`src/rtl/spi_flash_wb_reader.sv`:
```
// Read-only Wishbone classic window onto an SPI NOR boot flash (READ 0x03, mode 0).
// Chip-select is held after each word so a sequential fetch skips command and address.
module spi_flash_wb_reader #(
    parameter int CLK_DIV        = 2,
    parameter int CS_HOLD_CYCLES = 16,
    parameter int DESEL_CYCLES   = 4
) (
    input  logic        clk_i,
    input  logic        rst_n_i,
    input  logic [23:0] wb_adr_i,
    output logic [31:0] wb_dat_o,
    input  logic [3:0]  wb_sel_i,
    input  logic        wb_we_i,
    input  logic        wb_cyc_i,
    input  logic        wb_stb_i,
    output logic        wb_ack_o,
    output logic        wb_err_o,
    output logic        spi_sck_o,
    output logic        spi_mosi_o,
    input  logic        spi_miso_i,
    output logic        spi_ss_o,
    output logic        busy_o
);
    localparam int DW   = (2 * CLK_DIV > 1) ? $clog2(2 * CLK_DIV) : 1;
    localparam int TMAX = (CS_HOLD_CYCLES > DESEL_CYCLES) ? CS_HOLD_CYCLES : DESEL_CYCLES;
    localparam int TW   = $clog2(TMAX) + 1;

    localparam logic [DW-1:0] DIV_SAMPLE = DW'(CLK_DIV);
    localparam logic [DW-1:0] DIV_LAST   = DW'(2 * CLK_DIV - 1);
    localparam logic [TW-1:0] HOLD_LAST  = TW'(CS_HOLD_CYCLES - 1);
    localparam logic [TW-1:0] DESEL_LAST = TW'(DESEL_CYCLES - 1);
    localparam logic [7:0]    CMD_READ   = 8'h03;

    typedef enum logic [2:0] {
        IDLE       = 3'd0,
        SHIFT_CMD  = 3'd1,
        SHIFT_ADDR = 3'd2,
        SHIFT_DATA = 3'd3,
        ACK        = 3'd4,
        HOLD       = 3'd5,
        DESEL      = 3'd6
    } state_t;

    state_t        state_q, state_d;
    logic [DW-1:0] div_q, div_d;
    logic [4:0]    bit_q, bit_d;
    logic [31:0]   tx_q, tx_d;
    logic [31:0]   rx_q, rx_d;
    logic [31:0]   dat_q, dat_d;
    logic [23:0]   addr_q, addr_d;
    logic [23:0]   next_q, next_d;
    logic [TW-1:0] tmr_q, tmr_d;
    logic          pend_q, pend_d;
    logic          ack_q, ack_d;
    logic          err_q, err_d;
    logic          ss_q, ss_d;
    logic          sck_q, sck_d;
    logic          mosi_q, mosi_d;

    logic        req, rd_req, wr_req;
    logic        shifting, bit_end, sample, start, shift_d;
    logic [23:0] word_adr;
    logic        unused_bits;

    assign req      = wb_cyc_i & wb_stb_i;
    assign rd_req   = req & ~wb_we_i;
    assign wr_req   = req & wb_we_i;
    assign word_adr = {wb_adr_i[23:2], 2'b00};
    assign shifting = (state_q == SHIFT_CMD) || (state_q == SHIFT_ADDR) || (state_q == SHIFT_DATA);
    assign bit_end  = (div_q == DIV_LAST);
    assign sample   = (div_q == DIV_SAMPLE);

    assign unused_bits = ^{wb_sel_i, wb_adr_i[1:0]};

    always_comb begin
        // NOTE: every variable gets a default first so no path through the case infers a latch.
        state_d = state_q;
        div_d   = div_q;
        bit_d   = bit_q;
        tx_d    = tx_q;
        rx_d    = rx_q;
        dat_d   = dat_q;
        addr_d  = addr_q;
        next_d  = next_q;
        tmr_d   = tmr_q;
        pend_d  = pend_q;
        ack_d   = 1'b0;
        err_d   = 1'b0;
        start   = 1'b0;

        if (shifting) begin
            div_d = bit_end ? '0 : div_q + DW'(1);
            if (bit_end) begin
                tx_d  = {tx_q[30:0], 1'b0};
                bit_d = bit_q + 5'd1;
            end
        end
        if ((state_q == SHIFT_DATA) && sample) begin
            rx_d = {rx_q[30:0], spi_miso_i};
        end

        unique case (state_q)
            IDLE: begin
                if (wr_req && !err_q) begin
                    err_d = 1'b1;
                end else if (rd_req) begin
                    start = 1'b1;
                end
            end
            SHIFT_CMD: begin
                if (bit_end && (bit_q == 5'd7)) begin
                    state_d = SHIFT_ADDR;
                    bit_d   = '0;
                end
            end
            SHIFT_ADDR: begin
                if (bit_end && (bit_q == 5'd23)) begin
                    state_d = SHIFT_DATA;
                    bit_d   = '0;
                end
            end
            SHIFT_DATA: begin
                // The word finishes even if the master has gone; only the ack depends on req.
                if (bit_end && (bit_q == 5'd31)) begin
                    state_d = ACK;
                    dat_d   = rx_d;
                    ack_d   = req;
                    next_d  = addr_q + 24'd4;
                end
            end
            ACK: begin
                state_d = HOLD;
                tmr_d   = '0;
            end
            HOLD: begin
                if (wr_req && !err_q) begin
                    err_d = 1'b1;
                end
                if (rd_req && (word_adr == next_q)) begin
                    state_d = SHIFT_DATA;
                    addr_d  = next_q;
                    div_d   = '0;
                    bit_d   = '0;
                end else if (rd_req) begin
                    state_d = DESEL;
                    pend_d  = 1'b1;
                    tmr_d   = '0;
                end else if (tmr_q == HOLD_LAST) begin
                    state_d = DESEL;
                    pend_d  = 1'b0;
                    tmr_d   = '0;
                end else begin
                    tmr_d = tmr_q + TW'(1);
                end
            end
            DESEL: begin
                if (tmr_q == DESEL_LAST) begin
                    pend_d  = 1'b0;
                    state_d = IDLE;
                    start   = pend_q & rd_req;
                end else begin
                    tmr_d = tmr_q + TW'(1);
                end
            end
            default: state_d = IDLE;
        endcase

        if (start) begin
            state_d = SHIFT_CMD;
            addr_d  = word_adr;
            tx_d    = {CMD_READ, word_adr};
            div_d   = '0;
            bit_d   = '0;
        end

        // Pad outputs are registered from next-state values so they never glitch.
        shift_d = (state_d == SHIFT_CMD) || (state_d == SHIFT_ADDR) || (state_d == SHIFT_DATA);
        ss_d    = (state_d == IDLE) || (state_d == DESEL);
        sck_d   = shift_d && (div_d >= DIV_SAMPLE);
        mosi_d  = ((state_d == SHIFT_CMD) || (state_d == SHIFT_ADDR)) && tx_d[31];
    end

    // NOTE: sequential state uses non-blocking assignments so all registers update together.
    always_ff @(posedge clk_i or negedge rst_n_i) begin
        if (!rst_n_i) begin
            state_q <= IDLE;
            div_q   <= '0;
            bit_q   <= '0;
            tx_q    <= '0;
            rx_q    <= '0;
            dat_q   <= '0;
            addr_q  <= '0;
            next_q  <= '0;
            tmr_q   <= '0;
            pend_q  <= 1'b0;
            ack_q   <= 1'b0;
            err_q   <= 1'b0;
            ss_q    <= 1'b1;
            sck_q   <= 1'b0;
            mosi_q  <= 1'b0;
        end else begin
            state_q <= state_d;
            div_q   <= div_d;
            bit_q   <= bit_d;
            tx_q    <= tx_d;
            rx_q    <= rx_d;
            dat_q   <= dat_d;
            addr_q  <= addr_d;
            next_q  <= next_d;
            tmr_q   <= tmr_d;
            pend_q  <= pend_d;
            ack_q   <= ack_d;
            err_q   <= err_d;
            ss_q    <= ss_d;
            sck_q   <= sck_d;
            mosi_q  <= mosi_d;
        end
    end

    assign wb_dat_o   = dat_q;
    assign wb_ack_o   = ack_q;
    assign wb_err_o   = err_q;
    assign spi_ss_o   = ss_q;
    assign spi_sck_o  = sck_q;
    assign spi_mosi_o = mosi_q;
    assign busy_o     = (state_q != IDLE);

endmodule
```
`config.mk`:
```
export PLATFORM = sky130hd
export DESIGN_NAME = spi_flash_wb_reader
export DESIGN_NICKNAME = d
export VERILOG_FILES = /design/src/rtl/spi_flash_wb_reader.sv
export SDC_FILE = /design/constraint.sdc
export NUM_CORES = 1
export LEC_CHECK = 0
export CORE_MARGIN = 2
export CORE_UTILIZATION = 50
export DETAILED_ROUTE_END_ITERATION = 10
export PLACE_DENSITY = 0.74
export SLEW_MARGIN = 40
export SYNTH_ARGS = -nofsm -noshare
export SYNTH_HDL_FRONTEND = slang
export SYNTH_SLANG_ARGS = --single-unit
export TNS_END_PERCENT = 20
```
`constraint.sdc`:
```
create_clock -name clk_i -period 2.4 [get_ports clk_i]
set_input_delay 0.6 -clock clk_i [delete_from_list [all_inputs] [get_ports clk_i]]
set_output_delay 0.6 -clock clk_i [all_outputs]
set_load 0.1 [all_outputs]
```
Word-level counts from Yosys, hierarchy flattened
Index checks and enable logic that the tools add are counted.
{ "word_totals": {"regBits": 165, "in_bits": 34, "out_inout_bits": 38, "elab_cells": 123} }
{ "classes": {"add_sub_neg": 4, "magnitude_cmp": 1, "eq_ne": 22, "n_mux": 46, "n_bitwise": 5, "reduce_logical": 29} }
{ "op_table": {"columns": ["cell", "n"], "rows": [
  ["$mux W32", 4],
  ["$mux W24", 3],
  ["$mux W5", 10],
  ["$pmux W5 S3", 2],
  ["$add A24 B3 Y24 const B", 1],
  ["$eq A24 B24 Y1", 1],
  ["$mux W3", 8],
  ["$pmux W3 S7", 1],
  ["$eq A3 B2 Y1 const B", 4],
  ["$eq A3 B3 Y1 const B", 4],
  ["$mux W1", 11],
  ["$add A5 B1 Y5 const B", 2],
  ["$eq A5 B5 Y1 const B", 2],
  ["$mux W2", 5],
  ["$reduce_bool A2 Y1", 5],
  ["$logic_and A1 B1 Y1", 8],
  ["$eq A3 B1 Y1 const B", 2],
  ["$logic_not A3 Y1", 2],
  ["$ne A2 B2 Y1 const B", 3],
  ["$reduce_and A2 Y1", 3],
  ["$reduce_bool A3 Y1", 2],
  ["$eq A5 B2 Y1 const B", 1],
  ["$eq A5 B3 Y1 const B", 1],
  ["$eq A5 B4 Y1 const B", 1],
  ["other kinds (12)", 21]
]} }

Depth between registers and ports, before layout
{ "depth": {"depth_word": 10, "ltp_mapped": 9, "depth_no_buf": 9} }

Worst setup path before layout
No wires, ideal clock.
{ "synth_timing": {"path_type": "input -> register", "from": "input wb_adr_i[3]", "to": "register addr_q[9]", "setup_time_ps": 137, "arrival_ps": 2452, "required_time_ps": 2263, "path_slack_ps": -189, "cell_stages": 8, "path_buffers": 2, "path_cell_list": "inv_1 -> a222oi_1 -> or4b_1 -> or4_1 -> buf_6 -> buf_6 -> mux2i_1 -> a21oi_1"} }
{ "synth_between": {"elab_chain_len": 4} }
{ "synth_lines": {"columns": ["element", "line_no", "text"], "rows": [
  ["from (decl)", "10", "input logic [23:0] wb_adr_i,"],
  ["$eq A24 B24 Y1", "139", "if (rd_req && (word_adr == next_q)) begin"],
  ["$logic_and A1 B1 Y1", "139", null],
  ["$reduce_bool A2 Y1 (no line)", null, null],
  ["$reduce_and A2 Y1 (no line)", null, null],
  ["to (signal assigned)", "208", "addr_q <= addr_d;"],
  ["to (decl)", "50", "logic [23:0] addr_q, addr_d;"]
]} }
Every way passes these cells.
A chain may end at the register's enable or synchronous reset.

Worst setup path in the final report
{ "layout_timing": {"from": "input wb_adr_i[12]", "to": "register mosi_q (netlist: spi_mosi_o)"} }
{ "layout_between": {"elab_chain_len": 8, "elab_cells_between_ends": 9, "cone_classes": "eq/ne (3); mux (3); reduce/logical (3)"} }
{ "layout_lines": {"columns": ["element", "line_no", "text"], "rows": [
  ["$eq A24 B24 Y1 (*)", "139", null],
  ["$logic_and A1 B1 Y1 (*)", "139", null],
  ["$mux W3 (*)", "139", null],
  ["$pmux W3 S7 (*)", "102", "unique case (state_q)"],
  ["$mux W3 (*)", "168", "if (start) begin"],
  ["$eq A3 B1 Y1 or $eq A3 B2 Y1 (tied branches)", "180", "mosi_d = ((state_d == SHIFT_CMD) || (state_d == SHIFT_ADDR)) && tx_d[31];"],
  ["$logic_or A1 B1 Y1 (*)", "180", null],
  ["$logic_and A1 B1 Y1 (*)", "180", null],
  ["via mosi_d", "58", "logic mosi_q, mosi_d;"],
  ["to (signal assigned)", "216", "mosi_q <= mosi_d;"],
  ["to (decl)", "58", null]
]} }
The timed path passes the listed nets; every way through them passes the cells marked *.

==> metrics.md <==
| Metric | Value |
|---|---|
| Worst path required time | 2.76 ns |
| # diodes | 0 |
| Clk Latency, worst-skew pair | between 0.4 and 0.5 ns |
| Clock buffer depth | 2 |
| Die W | between 100 and 150 um |
| Max-cap violations | 0 |
| Crit path max fanout | 3 |
| DR vias | ~5800 |
| Max-slew headroom | 0.6982 |
| Post-synth EDFFs | 0 |
| Gr ovfl total | 0 |
| Synth warn | 0 |
| Share of layout cells above drive strength 1 | 0.2270 |
| Pwr per Cell Area | roughly 960 mW/mm^2 |
| Worst min path class | primary input to asynchronous set/reset pin |
| Die height | 125.7 um |
| CTS tree | yes |
| Cells after Synth | 745 |
| Static leakage | ~4.7 nW |
| CTS H-tree lvls | 4 |
| Fin worst setup slack | -0.1247 ns |
| Cell family with most CP delay | simple AND/OR/NAND/NOR gates |
| RSZ-0062 raised after global routing | true |
| Mapped cell area | about 0.0074 sq mm |
| DRC | 0 |
| Clock sinks | ~160 |
| Area of the core | ~0.014 sq mm |
| Cell Chain, Critical Path | clkdlybuf4s50_1 -> xnor2_1 -> nand2_2 -> or3_4 -> or4_4 -> buf_6 -> a31o_1 -> a211oi_2 |
| Final core utilization | 0.6442 |
| Final TNS setup | -1.492 ns |
| Startpoint Class | primary input |
| Status | finished, violations left |
| Starting Density | 0.5111 |
| Vias in the first global route | between 5000 and 6000 |
| Synthesis-to-layout area growth | 26.06% |
| Fill count | ~1100 |
| Antenna Violating Nets Remaining | 0 |
| Clock transition at path regs | approximately 0.07 ns |
| Vias per cell | roughly 5.6 |
| CTS root buf | clkbuf_16 |
| First-pass GRT wire length | between 20 and 30 mm |
| Crit Path Class | primary input to flop |
| TritonRoute pass-1 iters | 5 |
| Die footprint | around 0.016 sq mm |
| Met3 usage | 0.04885 |
| Seq/Total Area, Yosys | 0.5548 |
| Total design power | 8.933 mW |
| WL final | 17.42 mm |
| Post-DP HPWL | about 11 mm |
| IO Pins | a little over 70 |
| Grt met1 use | 0.3057 |
| Crit path buffers/inverters | 2 |
| Nets@finish | about 890 |
| Flip-flop and latch count after synthesis | roughly 160 |
| Yosys cell types | 53 |
| Iter 0 DRT Violations | 414 |
| Arrival time worst endpoint | about 2.9 ns |
| FMAX | approximately 400 MHz |
| Crit share post-route | 1.052 |
| CP endpoint kind | flop |
| Fin crit period | between 2 and 3 ns |
| # rows | 44 |
| # port buffers | 65 |
| Peak VDD IR | ~560 uV |
| Final hold vios | 0 |
| CP max stage cell | or4_4 |
| Worst-Margin Slew | roughly 0.45 ns |
| Grt peak-use layer | met2 |
| Synthesized area per cell | between 9 and 10 sq um |
| Drt wl/cell | between 15 and 20 um |
| Final Max Tran Viols | 0 |
| GRT Total Usage | 0.2304 |
| RD Place Congestion | roughly 0.86 |
| Antenna violations before repair | 0 |
| Failing checks | setup timing |
| Worst clock skew | about 0.009 ns |
| Main synth FF type | dfrtp_1 |
| Synthesized Nets | around 790 |
| Pin count of the biggest net entering global routing | 64 |
| GR Util met2 | 0.3730 |
| Final setup viols | 28 |
| CTS Buf Count | 17 |
| Post-synth ARST share | 1.000 |
| Slowest stage delay, CP | about 0.57 ns |
==> cell families after synthesis <==
family                   after synthesis  share of synthesized area
XOR/XNOR                              43                    0.05090
AO/OA/AOI/OAI                        108                    0.08590
multiplexers                          57                    0.08302
AND/OR/NAND/NOR                      317                     0.1845
flip-flops                           164                     0.5548
buffers and inverters                 48                    0.02739
adder cells (fa/ha/maj)                8                    0.01353
==> state kept, by name, summed over array words and instances, names as in the netlist <==
register,cells
wb_dat_o,32
next_q,24
bit_q,5
wb_err_o,1
state_q,3
pend_q,1
spi_sck_o,1
spi_mosi_o,1
spi_ss_o,1
tx_q,31
wb_ack_o,1
rx_q,32
tmr_q,5
div_q,2
addr_q,24
==> cells in the mapped netlist (all sizes together) (3+ instances only) <==
| master | n | area [sq um] |
|---|---|---|
| mux2i | 22 | 220.2 |
| xor2 | 29 | 254.0 |
| xnor2 | 14 | 122.6 |
| clkbuf | 32 | 120.1 |
| nor2b | 5 | 31.28 |
| mux2 | 35 | 394.1 |
| ha | 8 | 100.1 |
| dfrtp | 163 | 4079 |
| a21oi | 38 | 190.2 |
| or3 | 4 | 25.02 |
| nor4 | 3 | 18.77 |
| buf | 5 | 41.29 |
| nand3 | 18 | 90.09 |
| nor2 | 36 | 135.1 |
| nand2 | 211 | 792.0 |
| a31oi | 22 | 137.6 |
| inv | 11 | 41.29 |
| and3 | 11 | 68.82 |
| o21ai | 28 | 140.1 |
| nand4 | 7 | 43.79 |
| nand2b | 3 | 18.77 |
| nor3 | 4 | 20.02 |
==> layout by cell type (no fill, tap or decap), types with 9 or more instances in the layout <==
cell             Yosys  final
buf_4                0     82
clkbuf_16            0     17
a31oi_1             22     22
nor2_1              36     32
nand3_1             18     16
o21ai_0             27     26
nand2_1            211    208
and3_1              11      9
dfrtp_1            163    163
inv_1               11     10
clkdlybuf4s50_1      0     14
mux2_2              35     35
a21oi_1             38     35
mux2i_1             22     21
xor2_1              29     29
xnor2_1             14     10
==> per-stage QoR <==
step	cell area [sq um]	worst slack, ns	hold WS [ns]	instances
6_report	9328	-0.1247	0.07815	1043
3_3_place_gp	8451	-0.7587	0.4470	999
4_1_cts	9199	-0.1139	0.09280	1044
2_1_floorplan	7431	-0.09458	0.3044	745
3_5_place_dp	8451	-0.8213	0.4503	999
5_1_grt	9328	-0.1551	0.1057	1043
==> worst paths after layout <==
path	from	slack, ns	depth (start not counted)	to
worst max-delay path	wb_adr_i[12]	-0.12	8	spi_mosi_o
worst min-delay path	rst_n_i	0.08	1	wb_err_o
worst max register to register	next_q[18]	-0.10	7	spi_mosi_o
worst min register to register	wb_dat_o[20]	0.48	2	wb_dat_o[20]
max in group asynchronous	rst_n_i	1.65	2	rx_q[4]
min in group clk_i	wb_dat_o[20]	0.48	2	wb_dat_o[20]
==> timing repair <==
item,CTS,global route
cloned,1,0
resized for setup,15,33
endpoints found under the setup margin,66,66
pin swaps,7,19
buffers inserted,12,2
hold buffers,0,0
==> power by group <==
group	switching, mW	internal, mW
clock	1.33	1.42
sequential	0.504	3.34
combinational	1.35	0.985
==> per-layer routing <==
layer	up-vias	part of all wire
met5	-	0
li1	2735	-
met2	172	0.49
met1	2897	0.44
met4	0	0.028
met3	45	0.049
==> worst reg2reg max path, cell delays in order (launching register included) <==
cell and delay, ns:
dfrtp_1 0.43, xnor2_2 0.21, nand4_1 0.16, or4b_4 0.57
or4_4 0.51, buf_6 0.16, a31o_1 0.17, a211oi_2 0.21
==> final cells by class <==
| cell class | count | area, sq um | share of cell area |
|---|---|---|---|
| Clock buffer | 17 | 425.4 | 0.04561 |
| Clock inverter | 15 | 181.4 | 0.01945 |
| Inverter | 11 | 48.80 | 0.005231 |
| Multi-Input combinational cell | 533 | 3253 | 0.3488 |
| Sequential cell | 164 | 4105 | 0.4401 |
| Tap cell | 184 | 230.2 | 0.02468 |
| Timing Repair Buffer | 119 | 1084 | 0.1162 |
(Power assumes the default switching activity.)
